$ cat src/rtl/fir_ctrl_pkg.sv
// Shared FIR controller definitions: tap sequencer state encoding and the
// default tap count used by the coefficient counter, the tap counter and the
// filter controller.
package fir_ctrl_pkg;

  // Default maximum number of taps in one filter run.
  localparam int COUNT_NUM_DEFAULT = 64;

  // Tap sequencer states.
  typedef enum logic [1:0] {
    IDLE = 2'd0,
    RUN  = 2'd1,
    DONE = 2'd2
  } tap_state_t;

endpackage : fir_ctrl_pkg

$ cat src/rtl/tap_down_counter.sv
// Down-counting tap sequencer. Issues tap indices len-1 .. 0 through a
// valid/ready handshake, then pulses done. Walks the sample history
// newest-to-oldest, the reverse of the coefficient counter.
module tap_down_counter
  import fir_ctrl_pkg::*;
#(
  parameter  int COUNT_NUM = COUNT_NUM_DEFAULT,
  localparam int IDX_W     = $clog2(COUNT_NUM),
  localparam int LEN_W     = $clog2(COUNT_NUM + 1)
) (
  input  logic             clk,
  input  logic             reset,
  input  logic             start,
  input  logic [LEN_W-1:0] len,
  input  logic             abort,
  output logic [IDX_W-1:0] idx,
  output logic             idx_valid,
  input  logic             idx_ready,
  output logic             busy,
  output logic             done,
  output logic             Bo
);

  tap_state_t       state;
  tap_state_t       state_next;
  logic [IDX_W-1:0] count;
  logic [IDX_W-1:0] count_next;
  logic [LEN_W-1:0] len_sat;
  logic [IDX_W-1:0] load_count;

  // Lengths above the tap capacity saturate so a run never exceeds COUNT_NUM.
  assign len_sat    = (len > LEN_W'(COUNT_NUM)) ? LEN_W'(COUNT_NUM) : len;
  // Only used when len is non-zero, so len_sat - 1 never underflows.
  assign load_count = IDX_W'(len_sat - LEN_W'(1));

  // State and count registers.
  always_ff @(posedge clk or negedge reset) begin
    if (!reset) begin
      state <= IDLE;
      count <= '0;
    end else begin
      // NOTE: non-blocking assignments keep every register update in this
      // block using the pre-edge values, regardless of statement order.
      state <= state_next;
      count <= count_next;
    end
  end

  // Next-state and next-count decode from the handshake and control inputs.
  always_comb begin
    // NOTE: defaults first so every path assigns both signals and no latch
    // is inferred.
    state_next = state;
    count_next = count;
    unique case (state)
      IDLE: begin
        if (start) begin
          if (len == '0) begin
            state_next = DONE;
          end else begin
            state_next = RUN;
            count_next = load_count;
          end
        end
      end
      RUN: begin
        // Abort wins over a transfer presented in the same cycle.
        if (abort) begin
          state_next = IDLE;
          count_next = '0;
        end else if (idx_ready) begin
          if (count == '0) begin
            state_next = DONE;
          end else begin
            count_next = count - IDX_W'(1);
          end
        end
      end
      DONE: begin
        state_next = IDLE;
      end
      default: begin
        state_next = IDLE;
        count_next = '0;
      end
    endcase
  end

  // Outputs are pure decodes of registered state; idx_ready and start never
  // reach an output combinationally.
  assign idx_valid = (state == RUN);
  assign idx       = idx_valid ? count : '0;
  assign busy      = (state == RUN) || (state == DONE);
  assign done      = (state == DONE);
  assign Bo        = idx_valid && (count == '0);

endmodule : tap_down_counter

$ cat config.mk
export PLATFORM = sky130hd
export DESIGN_NAME = tap_down_counter
export DESIGN_NICKNAME = d
export VERILOG_FILES = /design/src/rtl/fir_ctrl_pkg.sv /design/src/rtl/tap_down_counter.sv
export SDC_FILE = /design/constraint.sdc
export NUM_CORES = 1
export LEC_CHECK = 0
export ABC_AREA = 1
export BUFFER_PORTS_ARGS = -buffer_cell sky130_fd_sc_hd__buf_2
export CAP_MARGIN = 25
export CORE_MARGIN = 1
export CORE_UTILIZATION = 55
export DETAILED_ROUTE_END_ITERATION = 8
export GPL_ROUTABILITY_DRIVEN = 0
export GPL_TIMING_DRIVEN = 0
export PLACE_DENSITY = 0.93
export SYNTH_ARGS = -nofsm -noshare
export SYNTH_HDL_FRONTEND = slang
export SYNTH_SLANG_ARGS = --single-unit
$ cat constraint.sdc
create_clock -name clk -period 4.77 [get_ports clk]
set_input_delay 0.2385 -clock clk [delete_from_list [all_inputs] [get_ports clk]]
set_output_delay 0.2385 -clock clk [all_outputs]
set_load 0.01 [all_outputs]
== Word level (Yosys, flattened, before mapping) ==
Index checks and enable logic that the tools add are counted.
Widths: inputs -> output; s select.
Storage, ports and cells
  memories kept: 0
  bits in latches: 0
  logic and storage cells: 34
  RAM bits: 0
  memory bits (read-only): 0
  input port bits: 12
  register bits after elaboration: 8
Operators by class
  order comparisons: 1
  multiply operators: 0
  equal/unequal tests: 7
  muxes and demuxes: 14
  divide/modulo/power cells: 0
  add/sub/neg operators: 2
  shift operators: 0
  reductions and logical operators: 7
  bitwise operators: 1
Operators by type and width (count)
  $mux 6: 7
  $pmux 6 s3: 1
  $sub 6x1->6 const B: 2
  $mux 2: 5
  $gt 7x7->1 const B: 1
  $logic_not 7->1: 1
  $logic_not 6->1: 1
  $ne 3x2->1 const B: 2
  $reduce_and 5->1: 1
  $ne 2x2->1 const B: 2
  $pmux 2 s2: 1
  $ne 3x3->1 const B: 1
  $reduce_and 3->1: 1
  $eq 2x1->1 const B: 1
  $eq 2x2->1 const B: 1
  $logic_not 2->1: 1
  $logic_and 1x1->1: 1
  $logic_or 1x1->1: 1
  $not 1->1: 1

== Longest topological paths before layout ==
Gate-level depths: netlist (run 1).
  depth after elaboration: 6
  mapped depth: 13

== Least setup slack after synthesis (run 1) ==
No wires, ideal clock.
  path kind: flip-flop to flip-flop
  start: reg state[1]
  end: reg count[3]
  setup time: 0.120 ns
  arrival: 1.447 ns
  path buffers: 0
  cell stages (with the launch flop): 14
  setup slack: 3.203 ns
  period minus slack after synthesis: 1.567 ns
  path through: dfrtp_1 > inv_1 > ha_1 > inv_2 > nor2_4 > nand2_1 > nand2_2 > inv_2 > nand2_4 > nor2_4 > nand2_8 > inv_6 > nand2_2 > o21ai_2
Between the ends
  word-level cells in the longest chain between the ends: 3
  elaborated cells on any way between the ends: 10
RTL lines
  start, declared: RTL line tap_down_counter.sv:24  | tap_state_t state;
  start signal, assigned: RTL line tap_down_counter.sv:44  | state <= state_next;
  $eq 2x1->1 *
  net idx_valid: RTL line tap_down_counter.sv:17  | output logic idx_valid,
  $ne 3x3->1 (no source line) / $ne 3x2->1 (equally long branches)
  $reduce_and 5->1 (no source line)
  end signal, assigned: RTL line tap_down_counter.sv:45  | count <= count_next;
  end, declared: RTL line tap_down_counter.sv:26  | logic [IDX_W-1:0] count;
Mark *: on every way through the listed nets, which the timed path passes. The rest lies on a longest branch.
A chain may end at the register's enable or synchronous reset.

== Final worst setup path (run 1) ==
  start: reg state[1]
  end: reg count[3]
Between the ends
  word-level cells in the longest chain between the ends: 3
  elaborated cells on any way between the ends: 10
RTL lines
  $eq 2x1->1, or another cell as far along: RTL line tap_down_counter.sv:55  | unique case (state)
  $ne 3x3->1 (no source line), or another cell as far along
  $reduce_and 5->1 (no source line)
Parallel ways exist; a longest one is shown, timed or not.

==> metrics, run 1 <==
Worst-Skew Late Latency=0.25 ns; top post-synthesis cells by area=dfrtp_1 (25%), nand2_1 (16%), ha_1 (9.2%); placed insts=156; initial antenna violation count=0; main flop type after synthesis=dfrtp_1; WP data required=around 4.9 ns; H-Tree Depth=1; combinational share of power=0.685; Clk pwr share=0.092; Die Height=40.54 µm; Finished Cell Area=973.4 µm²; core box area=~0.0013 mm²; Inserted Diodes=0; FF/Latch Area=roughly 200 µm²; CP arrival=between 1.5 and 2 ns; Placed Instance Area=940.9 µm²; Worst setup SP type=flip-flop; Initial Util=0.6126; DRT iter0 DRCs=22; multi-input logic area=approximately 520 µm²; area leader, netlist=dfrtp_1; Finish-stage setup viols=0; Synth Net Count=138; PnR worst setup slack=between 2 and 3 ns; Clock Skew=0.002958 ns; synthesized cell area=approximately 820 µm²; Via density=5.231; CTS clk-pin slew, worst paths=0.05 ns; non-filler cells, final=160; Max VDD drop=0.0003165 V; Post-synth EDFFs=0; routed len/inst=11.93 µm; P per Cell Area=between 500 and 600 mW/mm²; Post-Synth Adder-Cell Area=0.09188; max-slew violations=0; Distinct cells, synth=27; vias in the first global route=between 600 and 700; max_cap viols=0; CTS max path bufs=2; Cell Rows=13; Residual DRC=0; Mapped Cells=between 100 and 150; Worst slew margin=0.7244; worst slack, placed=just over 3 ns; CP Capture Type=flip-flop; share of the yosys chip area belonging to registers=0.2450; WL final=1909 µm; post-route ant nets=0; compound-cell area share of the yosys netlist=0.1179; Fillers=103; layout cells sized above 1=0.2966; Mapped Avg Cell Area=6.809 µm²; Fin. Hold Viols=0; Slew @ Worst Pin=roughly 0.41 ns; simple-gate share of the synthesized area=0.3966; crit-path max FO=8; I/O pin count=22; fin nets=approximately 170; largest family of logic cells by synthesized area=simple AND/OR/NAND/NOR gates; fmax=roughly 560 MHz; post-detail-place hpwl=1523 µm; CTS root buffer=clkbuf_4; Synth Register Bits=8; gr ovfl total=0; Post-CTS Setup Repair Bufs=0; TritonCTS Buffers=3; Static Leak=0.5716 nW; Post-Synth XOR/XNOR Area=0.03216; unrepaired setup endpoints after global routing=false; critical path type=flip-flop to flip-flop; Cell Int Power=0.2699 mW; die area=0.001643 mm²; mux cell area share after synthesis=0; Final min period=1.772 ns; Port Buf Inserts=21; net load switching power=0.2936 mW; TritonCTS clock tree=built; GR Util All Layers=0.2756; final core utilization=0.7298; status=complete, no violations; Setup TNS Final=0 ns; Sequential Power Share=0.224; yosys warns=0; largest net degree at the start of global routing=9; die width=40.54 µm; Async SR Flop Fraction=1.000; Hold Crit Class=input pin to flip-flop; Synth top area share=0.2450; wire length of the first global-routing pass=2925 µm; area delta synth->final=19.14%; vias post-DR=837; DR pass1 iterations=4; post-route clock period utilization=0.3715; sw frac=0.5210; Clock Sinks=8
[critical path, stage by stage, from the launching register on]
cell	delay, ns
dfrtp_1	0.40
inv_1	0.09
ha_1	0.33
inv_2	0.10
nor2_4	0.18
nand2_1	0.09
nand2_2	0.06
inv_2	0.05
nand2_4	0.05
nor2_4	0.04
nand2_8	0.08
inv_6	0.06
nand2_2	0.07
o21ai_2	0.05
[cell usage after synthesis (2+ instances only)]
cell type / n
o21ai_2: 3
dfrtp_1: 8
ha_1: 6
a21oi_1: 2
nand4_1: 2
inv_1: 19
xor2_1: 2
nor2_1: 6
inv_2: 4
o21ai_0: 4
nand2_2: 5
nand3_1: 7
nand2_1: 35
nor2_4: 3
nor3_1: 2
[sequential cells by signal, summed over array words and instances (netlist names)]
signal and cells:
count 6, state 2
[through the flow]
stage | power (mW) | hold slack, ns
finish | 0.5636 | 0.2946
global route | 0.6241 | 0.2845
CTS | 0.5607 | 0.3087
detailed placement | 0.5060 | 0.09016
global placement | 0.4901 | 0.08386
floorplan | 0.4144 | -0.05709
[area by class of cell]
cell class	instances	share of cell area
inverter	24	0.09769
tap	15	0.01928
sequential	8	0.2057
timing repair buffer	22	0.1183
clock buffer	3	0.02314
multi-input combinational	88	0.5360
[routing by layer]
layer / share of wire / GRT usage / up-vias / routed length, µm
met4: 0.014 / 0.02500 / 0 / 27
li1: - / - / 428 / -
met3: 0.049 / 0.08333 / 6 / 93
met5: 0 / 0 / - / 0
met1: 0.40 / 0.2980 / 375 / 761
met2: 0.54 / 0.5317 / 28 / 1026
[cell usage in the layout, fill, tap and decap left out, types with 2 or more instances in the layout]
| cell type | netlist | final |
|---|---|---|
| nor2_4 | 3 | 3 |
| o21ai_2 | 3 | 3 |
| clkbuf_4 | 0 | 3 |
| inv_1 | 19 | 19 |
| xor2_1 | 2 | 2 |
| nor3_1 | 2 | 2 |
| nand2_1 | 35 | 35 |
| inv_2 | 4 | 4 |
| nand3_1 | 7 | 7 |
| a21oi_1 | 2 | 2 |
| o21ai_0 | 4 | 4 |
| dfrtp_1 | 8 | 8 |
| ha_1 | 6 | 6 |
| nor2_1 | 6 | 6 |
| nand2_2 | 5 | 5 |
| nand4_1 | 2 | 2 |
| buf_2 | 0 | 21 |
[power by group through the flow]
stage / logic (mW) / clock network (mW) / registers (mW)
floorplan: 0.295 / 0 / 0.119
global placement: 0.365 / 0 / 0.125
detailed placement: 0.380 / 0 / 0.126
CTS: 0.383 / 0.0532 / 0.125
global route: 0.437 / 0.0584 / 0.128
finish: 0.386 / 0.0516 / 0.126
[logic make-up after synthesis]
logic type               count (synthesis)
AND/OR/NAND/NOR                         64
buffers and inverters                   24
AO/OA/AOI/OAI                           15
XOR/XNOR                                 3
flip-flops                               8
adder cells (fa/ha/maj)                  6
[path summary, 6_finish.rpt]
kind / end / from / depth (start not counted) / slack [ns]
min: state[1] / start / 3 / 0.29
min reg2reg: count[5] / count[5] / 2 / 0.53
min in group asynchronous: count[0] / reset / 2 / 0.37
max reg2reg: count[3] / state[1] / 13 / 3.00
max: count[3] / state[1] / 13 / 3.00
max in group asynchronous: count[4] / reset / 2 / 4.23
[what timing repair did]
item                                   CTS  global route
resized for setup                        0             0
hold buffers                             1             0
endpoints found under the hold margin    8             0
Power figures use the tool's default switching activity.
==> run 2, diff against run 1 <==
--- a/config.mk
+++ b/config.mk
@@ -9,11 +9,11 @@
 export BUFFER_PORTS_ARGS = -buffer_cell sky130_fd_sc_hd__buf_2
 export CAP_MARGIN = 25
 export CORE_MARGIN = 1
-export CORE_UTILIZATION = 55
+export CORE_UTILIZATION = 51
 export DETAILED_ROUTE_END_ITERATION = 8
 export GPL_ROUTABILITY_DRIVEN = 0
 export GPL_TIMING_DRIVEN = 0
-export PLACE_DENSITY = 0.93
+export PLACE_DENSITY = 0.88
 export SYNTH_ARGS = -nofsm -noshare
 export SYNTH_HDL_FRONTEND = slang
 export SYNTH_SLANG_ARGS = --single-unit
==> constraint.sdc (replaced) <==
create_clock -name clk -period 1.65 [get_ports clk]
set_input_delay 0.0825 -clock clk [delete_from_list [all_inputs] [get_ports clk]]
set_output_delay 0.0825 -clock clk [all_outputs]
set_load 0.01 [all_outputs]
==> run 2 against run 1 <==
Net effect: global-route usage down 3.2 points; critical path depth decreased by 8; setup slack got worse by 2.9 ns; highest routed layer unchanged; count of clock-buffer cells in the layout did not move; total power grew to 3.2 times the previous value; clock power rose to 3.0 times the previous value; critical path type is now flip-flop to output pin.
==> metrics, run 2 (synthesis results as in run 1) <==
Via density=5.127 (was 5.231); CP Capture Type=output pin (was flip-flop); CTS clk-pin slew, worst paths=0.06 ns (was 0.05 ns); die width=42.03 µm (was 40.54 µm); fmax=~630 MHz; Met1 Wirelength=808 µm (was 761 µm); Slew @ Worst Pin=0.3957 ns (was 0.4103 ns); GR Util All Layers=0.2439 (was 0.2756); CP arrival=1.51 ns (was 1.91 ns); die area=0.001766 mm² (was 0.001643 mm²); sw frac=0.5030 (was 0.5210); Cell Int Power=0.8943 mW (was 0.2699 mW); Worst setup SP type=flip-flop (unchanged); post-route ant nets=0 (unchanged); Inserted Diodes=0 (unchanged); largest net degree at the start of global routing=9 (unchanged); TritonCTS clock tree=built (unchanged); WP data required=1.57 ns (was 4.91 ns); routed len/inst=12.11 µm (was 11.93 µm); P per Cell Area=1724 mW/mm² (was 578.9 mW/mm²); Finished Cell Area=0.001044 mm² (was 973.4 µm²); Die Height=42.03 µm (was 40.54 µm); core box area=0.001506 mm² (was 0.001334 mm²); crit-path max FO=3 (was 8); Finish-stage setup viols=0 (unchanged); area delta synth->final=27.72% (was 19.14%); Clock Skew=0.007450 ns (was 0.002958 ns); Clock Sinks=8 (unchanged); WL final=2010 µm (was 1909 µm); initial antenna violation count=0 (unchanged); status=complete, no violations (unchanged); Worst-Skew Late Latency=0.26 ns (was 0.25 ns); CTS root buffer=clkbuf_4 (unchanged); DR WL met3=65 µm (was 93 µm); Sequential Power Share=0.210 (was 0.224); H-Tree Depth=1 (unchanged); CTS max path bufs=2 (unchanged); combinational share of power=0.705 (was 0.685); Cell Rows=14 (was 13); wire length of the first global-routing pass=3270 µm (was 2925 µm); fin nets=170 (was 165); Hold Crit Class=input pin to flip-flop (unchanged); max-slew violations=0 (unchanged); DRT iter0 DRCs=30 (was 22); TritonCTS Buffers=3 (unchanged); Largest regs=count: 6 flops, state: 2 flops (unchanged); Top Metal Used=met4 (unchanged); most flop-heavy register=count (unchanged); critical path type=flip-flop to output pin (was flip-flop to flip-flop); net load switching power=0.9052 mW (was 0.2936 mW); WL met2=1088 µm (was 1026 µm); most common cell after layout, fill and taps aside=nand2_1 (unchanged); Port Buf Inserts=21 (unchanged); Clk pwr share=0.085 (was 0.092); layout cells sized above 1=0.3667 (was 0.2966); I/O pin count=22 (unchanged); commonest cells after routing, fill and taps aside=nand2_1 (35), buf_2 (21), inv_1 (16) (was nand2_1 (35), buf_2 (21), inv_1 (19), dfrtp_1 (8), nand3_1 (7)); max_cap viols=0 (unchanged); Max VDD drop=0.0007860 V (was 0.0003165 V); Residual DRC=0 (unchanged); vias in the first global route=790 (was 699); vias post-DR=851 (was 837); gr ovfl total=0 (unchanged); Fillers=115 (was 103); post-route clock period utilization=0.9657; Worst slew margin=0.7342 (was 0.7244); Initial Util=0.5424 (was 0.6126); Fin. Hold Viols=0 (unchanged); Tot Pwr=1.799 mW (was 0.5636 mW); max reg flops=6 (unchanged); post-detail-place hpwl=1425 µm (was 1523 µm); Final min period=1.593 ns; Placed Instance Area=942.2 µm² (was 940.9 µm²); Static Leak=0.5967 nW (was 0.5716 nW); DR pass1 iterations=4 (unchanged)
run 2: changes by cell type in the layout (fill, tap and decap cells not counted):
cell     before  now
ha_4          0    2
o31ai_1       1    0
inv_1        19   16
dfrtp_2       0    1
dfrtp_1       8    7
o31ai_2       0    1
buf_4         0    5
inv_2         4    7
ha_1          6    4
run 2: cell type report:
| class | instances | area (µm²) | share of cell area |
|---|---|---|---|
| multi-input cells | 88 | 551.8 | 0.5288 |
| flip-flops and latches | 8 | 201.4 | 0.1930 |
| repair buffers | 27 | 152.6 | 0.1463 |
| inverters | 24 | 95.09 | 0.09113 |
| clock buffers | 3 | 22.52 | 0.02158 |
| well taps | 16 | 20.02 | 0.01918 |
run 2: critical path, stage by stage (launching register included):
cell and delay, ns:
dfrtp_1 0.39, inv_1 0.12, ha_1 0.17, nand4_1 0.24, nor2_1 0.18, buf_2 0.15
run 2: layer usage:
layer | vias up | global-route usage
li1 | 439 | -
met1 | 381 | 0.2877
met2 | 23 | 0.4156
met3 | 8 | 0.06897
met4 | 0 | 0.1000
met5 | - | 0
run 2: worst paths after layout:
check | depth (start not counted) | end | startpoint | slack [ns]
min in group asynchronous | 2 | count[0] | reset | 0.22
max | 5 | Bo | count[1] | 0.06
min | 3 | state[1] | start | 0.14
max reg2reg | 9 | count[2] | count[1] | 0.08
min reg2reg | 2 | count[5] | count[5] | 0.54
max in group asynchronous | 2 | state[0] | reset | 1.25
run 2: timing repair:
item | in CTS | in global routing
setup buffers | 0 | 5
endpoints found under the setup margin | 5 | 8
hold buffers | 1 | 0
pin swaps | 0 | 3
endpoints found under the hold margin | 8 | 0
gates resized for setup | 2 | 7
run 2: metrics by stage:
| step | setup WS, ns | hold WS (ns) | utilization | instances | setup TNS [ns] |
|---|---|---|---|---|---|
| floorplan | 0.08269 | -0.2131 | - | 120 | 0 |
| global placement | -0.01462 | -0.07166 | 0.6254 | 157 | -0.04061 |
| detailed placement | -0.06035 | -0.06959 | 0.6254 | 157 | -0.2643 |
| CTS | 0.003061 | 0.1480 | 0.6503 | 161 | 0 |
| global route | -0.05167 | 0.1366 | 0.6927 | 166 | -0.2323 |
| finish | 0.05655 | 0.1432 | 0.6927 | 166 | 0 |
run 2: power groups by stage:
stage	clock network [mW]	logic, mW	registers, mW
2_1_floorplan	0	0.853	0.345
3_3_place_gp	0	1.06	0.362
3_5_place_dp	0	1.09	0.366
4_1_cts	0.154	1.11	0.363
5_1_grt	0.168	1.40	0.393
6_report	0.153	1.27	0.378
